[config.mk]
export PLATFORM = sky130hd
export DESIGN_NAME = multi_led_blinker
export DESIGN_NICKNAME = d
export VERILOG_FILES = /design/src/rtl/led_blinker_pkg.sv /design/src/rtl/blink_channel.sv /design/src/rtl/multi_led_blinker.sv
export SDC_FILE = /design/constraint.sdc
export NUM_CORES = 1
export LEC_CHECK = 0
export BUFFER_PORTS_ARGS = -buffer_cell sky130_fd_sc_hd__buf_4
export CAP_MARGIN = 20
export CORE_MARGIN = 4
export CORE_UTILIZATION = 50
export CTS_CLUSTER_SIZE = 30
export DETAILED_ROUTE_END_ITERATION = 12
export PLACE_DENSITY_LB_ADDON = 0.12
export SETUP_SLACK_MARGIN = 0.02
export SYNTH_ARGS = -nofsm -noshare
export SYNTH_HDL_FRONTEND = slang
export SYNTH_SLANG_ARGS = --single-unit
[constraint.sdc]
create_clock -name clk -period 7.5 [get_ports clk]
set_input_delay 0.375 -clock clk [delete_from_list [all_inputs] [get_ports clk]]
set_output_delay 0.375 -clock clk [all_outputs]
set_load 0.005 [all_outputs]
[src/rtl/led_blinker_pkg.sv]
// Shared types for the multi-channel LED blinker: channel modes and per-channel control state.
package led_blinker_pkg;

  typedef enum logic [1:0] {
    MODE_OFF   = 2'd0,
    MODE_ON    = 2'd1,
    MODE_BLINK = 2'd2,
    MODE_BURST = 2'd3
  } mode_e;

  typedef struct packed {
    mode_e mode;
    logic  phase;  // 1 = on phase of a BLINK/BURST cycle
    logic  done;   // registered burst completion pulse
  } ch_ctrl_t;

  localparam ch_ctrl_t CH_CTRL_RST = '{mode: MODE_OFF, phase: 1'b0, done: 1'b0};

  function automatic logic is_running(input mode_e m);
    return (m == MODE_BLINK) || (m == MODE_BURST);
  endfunction

  function automatic logic pin_level(input logic lit, input logic active_low);
    return lit ^ active_low;
  endfunction

endpackage

[src/rtl/blink_channel.sv]
// One LED channel: half-period counter, on/off phase, burst countdown and pin polarity.
module blink_channel
  import led_blinker_pkg::*;
#(
  parameter int unsigned CNT_W               = 26,
  parameter int unsigned BURST_W             = 8,
  parameter int unsigned DEFAULT_HALF_PERIOD = 25_000_000,
  parameter bit          ACTIVE_LOW          = 1'b1
) (
  input  logic               clk,
  input  logic               rst,
  input  logic               wr_i,
  input  logic [1:0]         mode_i,
  input  logic [CNT_W-1:0]   half_period_i,
  input  logic [BURST_W-1:0] burst_len_i,
  input  logic               sync_i,
  output logic               led_o,
  output logic               burst_active_o,
  output logic               burst_done_o
);

  ch_ctrl_t           ctrl_q, ctrl_d;
  logic [CNT_W-1:0]   half_q, half_d;
  logic [CNT_W-1:0]   cnt_q, cnt_d;
  logic [BURST_W-1:0] rem_q, rem_d;
  logic               terminal;

  assign terminal = (cnt_q == (half_q - CNT_W'(1)));

  // Priority: config write, then sync realign, then normal counting.
  always_comb begin
    ctrl_d      = ctrl_q;
    half_d      = half_q;
    cnt_d       = cnt_q;
    rem_d       = rem_q;
    ctrl_d.done = 1'b0;
    if (wr_i) begin
      ctrl_d.mode  = mode_e'(mode_i);
      ctrl_d.phase = 1'b1;
      half_d       = (half_period_i == '0) ? CNT_W'(1) : half_period_i;
      cnt_d        = '0;
      rem_d        = burst_len_i;
      if ((mode_e'(mode_i) == MODE_BURST) && (burst_len_i == '0)) begin
        ctrl_d.mode = MODE_OFF;
        ctrl_d.done = 1'b1;
      end
    end else if (is_running(ctrl_q.mode)) begin
      if (sync_i) begin
        cnt_d        = '0;
        ctrl_d.phase = 1'b1;
      end else if (terminal) begin
        cnt_d        = '0;
        ctrl_d.phase = ~ctrl_q.phase;
        // A burst pulse is counted when its on phase ends.
        if ((ctrl_q.mode == MODE_BURST) && ctrl_q.phase && (rem_q != '0)) begin
          rem_d = rem_q - BURST_W'(1);
          if (rem_q == BURST_W'(1)) begin
            ctrl_d.mode = MODE_OFF;
            ctrl_d.done = 1'b1;
          end
        end
      end else begin
        cnt_d = cnt_q + CNT_W'(1);
      end
    end
  end

  always_ff @(posedge clk) begin
    if (rst) begin
      ctrl_q <= CH_CTRL_RST;
      half_q <= CNT_W'(DEFAULT_HALF_PERIOD);
      cnt_q  <= '0;
      rem_q  <= '0;
    end else begin
      ctrl_q <= ctrl_d;
      half_q <= half_d;
      cnt_q  <= cnt_d;
      rem_q  <= rem_d;
    end
  end

  assign led_o = pin_level((ctrl_q.mode == MODE_ON) ||
                           (is_running(ctrl_q.mode) && ctrl_q.phase), ACTIVE_LOW);
  assign burst_active_o = (ctrl_q.mode == MODE_BURST);
  assign burst_done_o   = ctrl_q.done;

endmodule

[src/rtl/multi_led_blinker.sv]
// Multi-channel LED blinker top: decodes config writes to one channel and broadcasts sync.
module multi_led_blinker
  import led_blinker_pkg::*;
#(
  parameter int unsigned N_CH                = 4,
  parameter int unsigned CNT_W               = 26,
  parameter int unsigned BURST_W             = 8,
  parameter int unsigned DEFAULT_HALF_PERIOD = 25_000_000,
  parameter bit          ACTIVE_LOW          = 1'b1,
  localparam int unsigned CH_W               = (N_CH > 1) ? $clog2(N_CH) : 1
) (
  input  logic               clk,
  input  logic               rst,
  input  logic               cfg_valid,
  input  logic [CH_W-1:0]    cfg_ch,
  input  logic [1:0]         cfg_mode,
  input  logic [CNT_W-1:0]   cfg_half_period,
  input  logic [BURST_W-1:0] cfg_burst_len,
  input  logic               sync,
  output logic [N_CH-1:0]    led,
  output logic [N_CH-1:0]    burst_active,
  output logic [N_CH-1:0]    burst_done
);

  // Indices at or above N_CH never match, so such writes are dropped.
  for (genvar i = 0; i < int'(N_CH); i++) begin : g_ch
    logic wr;
    assign wr = cfg_valid && (cfg_ch == CH_W'(i));

    blink_channel #(
      .CNT_W              (CNT_W),
      .BURST_W            (BURST_W),
      .DEFAULT_HALF_PERIOD(DEFAULT_HALF_PERIOD),
      .ACTIVE_LOW         (ACTIVE_LOW)
    ) u_ch (
      .clk           (clk),
      .rst           (rst),
      .wr_i          (wr),
      .mode_i        (cfg_mode),
      .half_period_i (cfg_half_period),
      .burst_len_i   (cfg_burst_len),
      .sync_i        (sync),
      .led_o         (led[i]),
      .burst_active_o(burst_active[i]),
      .burst_done_o  (burst_done[i])
    );
  end

endmodule

==> Yosys cells after proc, flatten, opt, wreduce, memory -nomap -nowiden <==
Cells that the tools add are included.
{ "classes": {"addsub": 12, "n_eq_ne": 28, "muxes": 71, "n_bitwise": 8, "reduce_logical": 68} }
{ "op_table": {"columns": ["op", "count"], "rows": [
  ["26-bit two-way mux", 9],
  ["8-bit two-way mux", 20],
  ["26-bit by 1-bit adder with 26-bit output (second input constant)", 4],
  ["26-bit == test", 4],
  ["26-bit by 1-bit subtractor with 26-bit output (second input constant)", 4],
  ["4-bit two-way mux", 12],
  ["8-bit by 1-bit == test with 1-bit output (second input constant)", 4],
  ["2-bit nonzero test", 16],
  ["8-bit nonzero test", 4],
  ["8-bit by 1-bit subtractor with 8-bit output (second input constant)", 4],
  ["26-bit logical NOT", 1],
  ["2-bit two-way mux", 13],
  ["2-bit == test (second input constant)", 11],
  ["5-bit AND reduction", 4],
  ["1-bit logical AND", 17],
  ["1-bit two-way mux", 17],
  ["4-bit AND reduction", 4],
  ["3-bit nonzero test", 4],
  ["2-bit by 1-bit == test with 1-bit output (second input constant)", 5],
  ["8-bit logical NOT", 1],
  ["1-bit logical OR", 8],
  ["2-bit by 1-bit != test with 1-bit output (second input constant)", 4],
  ["1-bit inverter", 8],
  ["2-bit AND reduction", 4],
  ["2 further kinds", 5]
]} }
{ "word_totals": {"regBits": 256, "out_inout_bits": 12} }

==> Logic depth before layout (Yosys ltp) <==
{ "logic_depth": {"depth_word": 8, "depth_mapped": 14, "mapped_depth_nobuf": 11} }

==> Modules after synthesis <==
Synthesis repeated with hierarchy kept, for this count alone.
{ "unflattened": {"cells_unflattened": 2038, "hier_area_um2": 16353.2} }
{ "modules_own_cells": {"columns": ["mod", "n_inst", "cells_each", "area_each_um2"], "rows": [
  ["blink_channel at g_ch[0].u_ch ...", 3, 508, 4077.7],
  ["blink_channel at g_ch[3].u_ch", 1, 510, 4082.7],
  ["multi_led_blinker", 1, 4, 37.5]
]} }

==> Worst setup path after synthesis <==
Ideal clock, no wire load.
{ "synth_timing": {"path_kind": "flip-flop to flip-flop", "start": "register g_ch[0].u_ch.half_q[0]", "end": "register g_ch[0].u_ch.rem_q[4]", "setup_time_ps": 74, "arrival_ps": 3427, "required_ps": 7426, "setup_slack_ps": 3998, "path_stages_with_launch": 14, "n_path_buf": 2, "period_less_slack_ps": 3502, "path_cell_list": "dfxtp_1 -> inv_1 -> ha_1 -> clkbuf_1 -> or3b_2 -> nor4_1 -> o211a_1 -> nor2_1 -> or4_4 -> nor4b_4 -> nand3_2 -> buf_6 -> or4_1 -> a31oi_1"} }
{ "synth_between": {"elab_chain_cells": 4} }
{ "synth_rtl": {"columns": ["element", "line_no", "source"], "rows": [
  ["start, declared", "blink_channel.sv:23", "logic [CNT_W-1:0] half_q, half_d;"],
  ["start signal, assigned", "blink_channel.sv:71", "half_q <= CNT_W'(DEFAULT_HALF_PERIOD);"],
  ["start signal, assigned", "blink_channel.sv:76", "half_q <= half_d;"],
  ["26-bit by 1-bit subtractor with 26-bit output", "blink_channel.sv:28", "assign terminal = (cnt_q == (half_q - CNT_W'(1)));"],
  ["26-bit == test", "blink_channel.sv:28", null],
  ["2-bit nonzero test (no line)", null, null],
  ["4-bit AND reduction (no line)", null, null],
  ["end signal, assigned", "blink_channel.sv:78", "rem_q <= rem_d;"],
  ["end, declared", "blink_channel.sv:25", "logic [BURST_W-1:0] rem_q, rem_d;"]
]} }
Every way passes these cells.
A chain may end at the register's enable or synchronous reset.

==> Final worst setup path <==
{ "layout_timing": {"start": "register g_ch[0].u_ch.half_q[2]", "end": "register g_ch[0].u_ch.cnt_q[25]"} }
{ "layout_between": {"elab_chain_cells": 4} }
{ "layout_rtl": {"columns": ["element", "line_no", "source"], "rows": [
  ["26-bit by 1-bit subtractor with 26-bit output", "blink_channel.sv:28", null],
  ["26-bit == test", "blink_channel.sv:28", null],
  ["26-bit two-way mux", "blink_channel.sv:51", "end else if (terminal) begin"],
  ["26-bit two-way mux", "blink_channel.sv:48", "if (sync_i) begin"],
  ["end signal, assigned", "blink_channel.sv:77", "cnt_q <= cnt_d;"],
  ["end, declared", "blink_channel.sv:24", "logic [CNT_W-1:0] cnt_q, cnt_d;"]
]} }
Every way passes these cells.

==> summary.md <==
| Metric | Value |
|---|---|
| Status | complete, no violations |
| Hold Crit Class | input port to flop |
| Critical path's slowest cell | o21ai_2 |
| Total power | 0.003179 W |
| Reg2reg start | g_ch[0].u_ch.half_q[2] |
| Post-Syn Area | 14850 µm² |
| Seq/Total Area, Yosys | 0.3452 |
| H-tree levels | 1 |
| TritonCTS clock tree | yes |
| Vias in the first global route | 12250 |
| Worst R2R Path Depth | 9 |
| Clock-pin slew on the worst setup and hold paths | 60 ps |
| Ant diodes | 0 |
| Maxcap violations | 0 |
| Count of final max-slew check failures | 0 |
| # clock sinks | 256 |
| Unrepaired setup endpoints after global routing | false |
| #FFs+latches synth | 256 |
| Rel. slew slack | 0.2287 |
| CP peak stage delay | 770 ps |
| Clk buf depth | 3 |
| Final HPWL DP | 29.27 mm |
| Req. time, crit path | 7900 ps |
| Share of cells above drive strength 1 | 0.07979 |
| Main synth FF type | dfxtp_1 |
| Final hold violations | 0 |
| Die Wd | 180.3 µm |
| Max Fclk | 0.2510 GHz |
| Syn_nets | 1973 |
| Finished Core Util | 0.5600 |
| Post-cts sizing count | 0 |
| Core Region | 29010 µm² |
| Clock skew | 10.79 ps |
| P_leak | 5.960 nW |
| Initial core utilization | 0.5117 |
| Starting DRT DRC Count | 1053 |
| Synth area leader | dfxtp_1 |
| WHS Path Cells | 3 |
| Drt first pass iters | 5 |
| DR DRC count | 0 |
| CTS hold repair buffers | 0 |
| Post-Syn Instances | 1911 |
| Initial antenna violation count | 0 |
| CP delay by family, top | simple AND/OR/NAND/NOR gates |
| Gpl congestion | 0.8823 |
| Nets@finish | 1948 |
| Postcts setup bufs | 0 |
| Post-synth ARST share | 0 |
| Routed Antenna Nets | 0 |
| Post-synth EDFFs | 0 |
| Worst setup SP type | flop |
| Multi-input gate area | 9091 µm² |
| Post-Route WL | 41.75 mm |
| Hold Path Sink | g_ch[1].u_ch.rem_q[5] |
| Worst-Margin Slew | 1142 ps |
| Synth top area share | 0.3452 |
| Shortest period the worst path allows | 3985 ps |
| All-layer global routing usage | 0.2457 |
| Synth cell types | 84 |
| Area added between synthesis and finish | 9.439% |
| Die ar. | 32510 µm² |
| Largest net degree at the start of global routing | 71 |
| Routed length per instance | 18.24 µm |
| PD cells | 195.6 nW/µm² |
| Buf+Inv Stages, Crit Path | 0 |
| Largest fanout on the critical path | 24 |
| Crit Path Class | flop to flop |
| IO Port Bufs | 53 |
| Crit. Startpoint | g_ch[0].u_ch.half_q[2] |
| First-pass GRT wire length | 66.34 mm |
| Filler Cells Inserted | 2751 |
| Post-DP Area | 15310 µm² |
| FF+latch area | 5125 µm² |
| Mapped Avg Cell Area | 7.769 µm² |
| Via/cell ratio | 5.794 |
| Final global-route overflow total | 0 |
| Vias | 13260 |
| Endpoints failing setup | 0 |
| CP Cell Sequence | or4_4 > or4_4 > a21oi_2 > nor2_1 > or4_1 > nor4b_2 > a21oi_1 > o21ai_2 > nor2_1 |
| Site row count | 62 |
| Critical path capture point type | flop |
| Worst skew pair latency | 550 ps |
| VDD IR max | 0.1646 mV |
| Clock Tree Root | clkbuf_16 |
| Setup TNS | 0 ps |
| TritonCTS buffer count | 28 |
| FF-to-FF End | g_ch[0].u_ch.cnt_q[25] |
| Worst Path Arrival | 4380 ps |
| Final instance area | 16250 µm² |
| Io pins | 54 |
| Reg2reg setup slack | 3520 ps |
| HP Start | cfg_burst_len[5] |
| Top post-synthesis cells by area | dfxtp_1 (35%), nand2_1 (8.0%), xor2_1 (8.0%) |
| Synth warn | 0 |
| Die H | 180.3 µm |
| Final Cycle Share | 0.5313 |
cell type report:
class	instances	share of cell area
multi-input cells	1504	0.5595
clock buffers	42	0.05260
well taps	384	0.02957
inverters	31	0.007162
clock inverters	7	0.005236
repair buffers	65	0.03049
flip-flops and latches	256	0.3154
where the power goes:
part	total (W)	switching (W)	internal, W
clock network	0.00141	0.000565	0.000847
logic	0.000321	0.000203	0.000118
registers	0.00145	0.0000504	0.00140
layout by cell type (no fill, tap or decap), types with 13 or more instances in the layout:
cell type,count
a21oi_1,101
nor4_1,37
or3_1,24
ha_1,20
and3_1,38
o21ai_0,40
nor2_1,200
buf_4,64
dfxtp_1,256
nand4_1,48
a211oi_1,13
xor2_1,135
clkbuf_16,29
nand2_1,318
nor3_1,55
a31oi_1,15
xnor2_1,107
nand3_1,92
or4_1,25
inv_1,30
mux2i_1,13
kinds of logic (layout without fill, tap and decap cells):
kind of cell             Yosys count  in the layout  synth area share
XOR/XNOR                         242            242            0.1428
multiplexers                      14             14          0.009523
AO/OA/AOI/OAI                    274            274            0.1191
flip-flops                       256            256            0.3452
AND/OR/NAND/NOR                  954            954            0.3232
adder cells (fa/ha/maj)           20             20           0.01685
buffers and inverters            151            145           0.04340
worst max-delay path by stage:
stage,to,cells past startpoint
after floorplan,g_ch[0].u_ch.rem_q[4],13
after global placement,g_ch[0].u_ch.cnt_q[25],9
after detailed placement,g_ch[0].u_ch.cnt_q[25],11
after CTS,g_ch[0].u_ch.cnt_q[25],11
after global routing,g_ch[0].u_ch.cnt_q[24],11
final,g_ch[0].u_ch.cnt_q[25],9
Yosys cell counts (all sizes together) (5+ instances only):
| master | count |
|---|---|
| xor2 | 135 |
| nand3b | 10 |
| buf | 27 |
| xnor2 | 107 |
| a31oi | 15 |
| nor2b | 10 |
| and3 | 38 |
| and4b | 7 |
| o211ai | 10 |
| nand4 | 48 |
| ha | 20 |
| o31ai | 10 |
| dfxtp | 256 |
| nand3 | 93 |
| nand4b | 11 |
| inv | 31 |
| or4 | 29 |
| and2 | 9 |
| nor2 | 202 |
| nor3b | 8 |
| a211oi | 13 |
| nand2 | 318 |
| o21ai | 42 |
| nand2b | 12 |
| clkbuf | 93 |
| and4 | 6 |
| nor3 | 57 |
| nor4 | 42 |
| or2 | 11 |
| nor4b | 10 |
| o22ai | 12 |
| a21oi | 103 |
| o21a | 5 |
| mux2i | 13 |
| o2111ai | 5 |
| or3 | 24 |
routing by layer:
metal	up-vias	GRT usage	part of all wire
met2	305	0.3930	0.45
met1	6239	0.3466	0.47
li1	6638	-	-
met4	0	0.08348	0.034
met5	-	0	0
met3	81	0.02725	0.047
per-stage QoR:
step / setup WS [ps] / hold WS, ps / std cells
6_report: 3515 / 135.0 / 2289
5_1_grt: 3109 / 124.9 / 2289
3_5_place_dp: 3532 / 463.5 / 2240
2_1_floorplan: 3998 / 448.1 / 1911
4_1_cts: 3507 / 112.4 / 2289
3_3_place_gp: 3580 / 458.4 / 2239
sequential cells by signal, summed over array words and instances (netlist names):
signal,count
g_ch.u_ch.cnt_q,104
g_ch.u_ch.half_q,104
g_ch.u_ch.rem_q,32
g_ch.u_ch.ctrl_q,12
g_ch.u_ch.burst_done_o,4
tightest hold or removal path: cells and delay by family:
family | cells | cell delay, ps
AOI/OAI and AO/OA | 1 | 60
and+or+nand+nor | 1 | 70
buffers and inverters | 1 | 140
No activity file was read; power rests on OpenSTA's default activity.
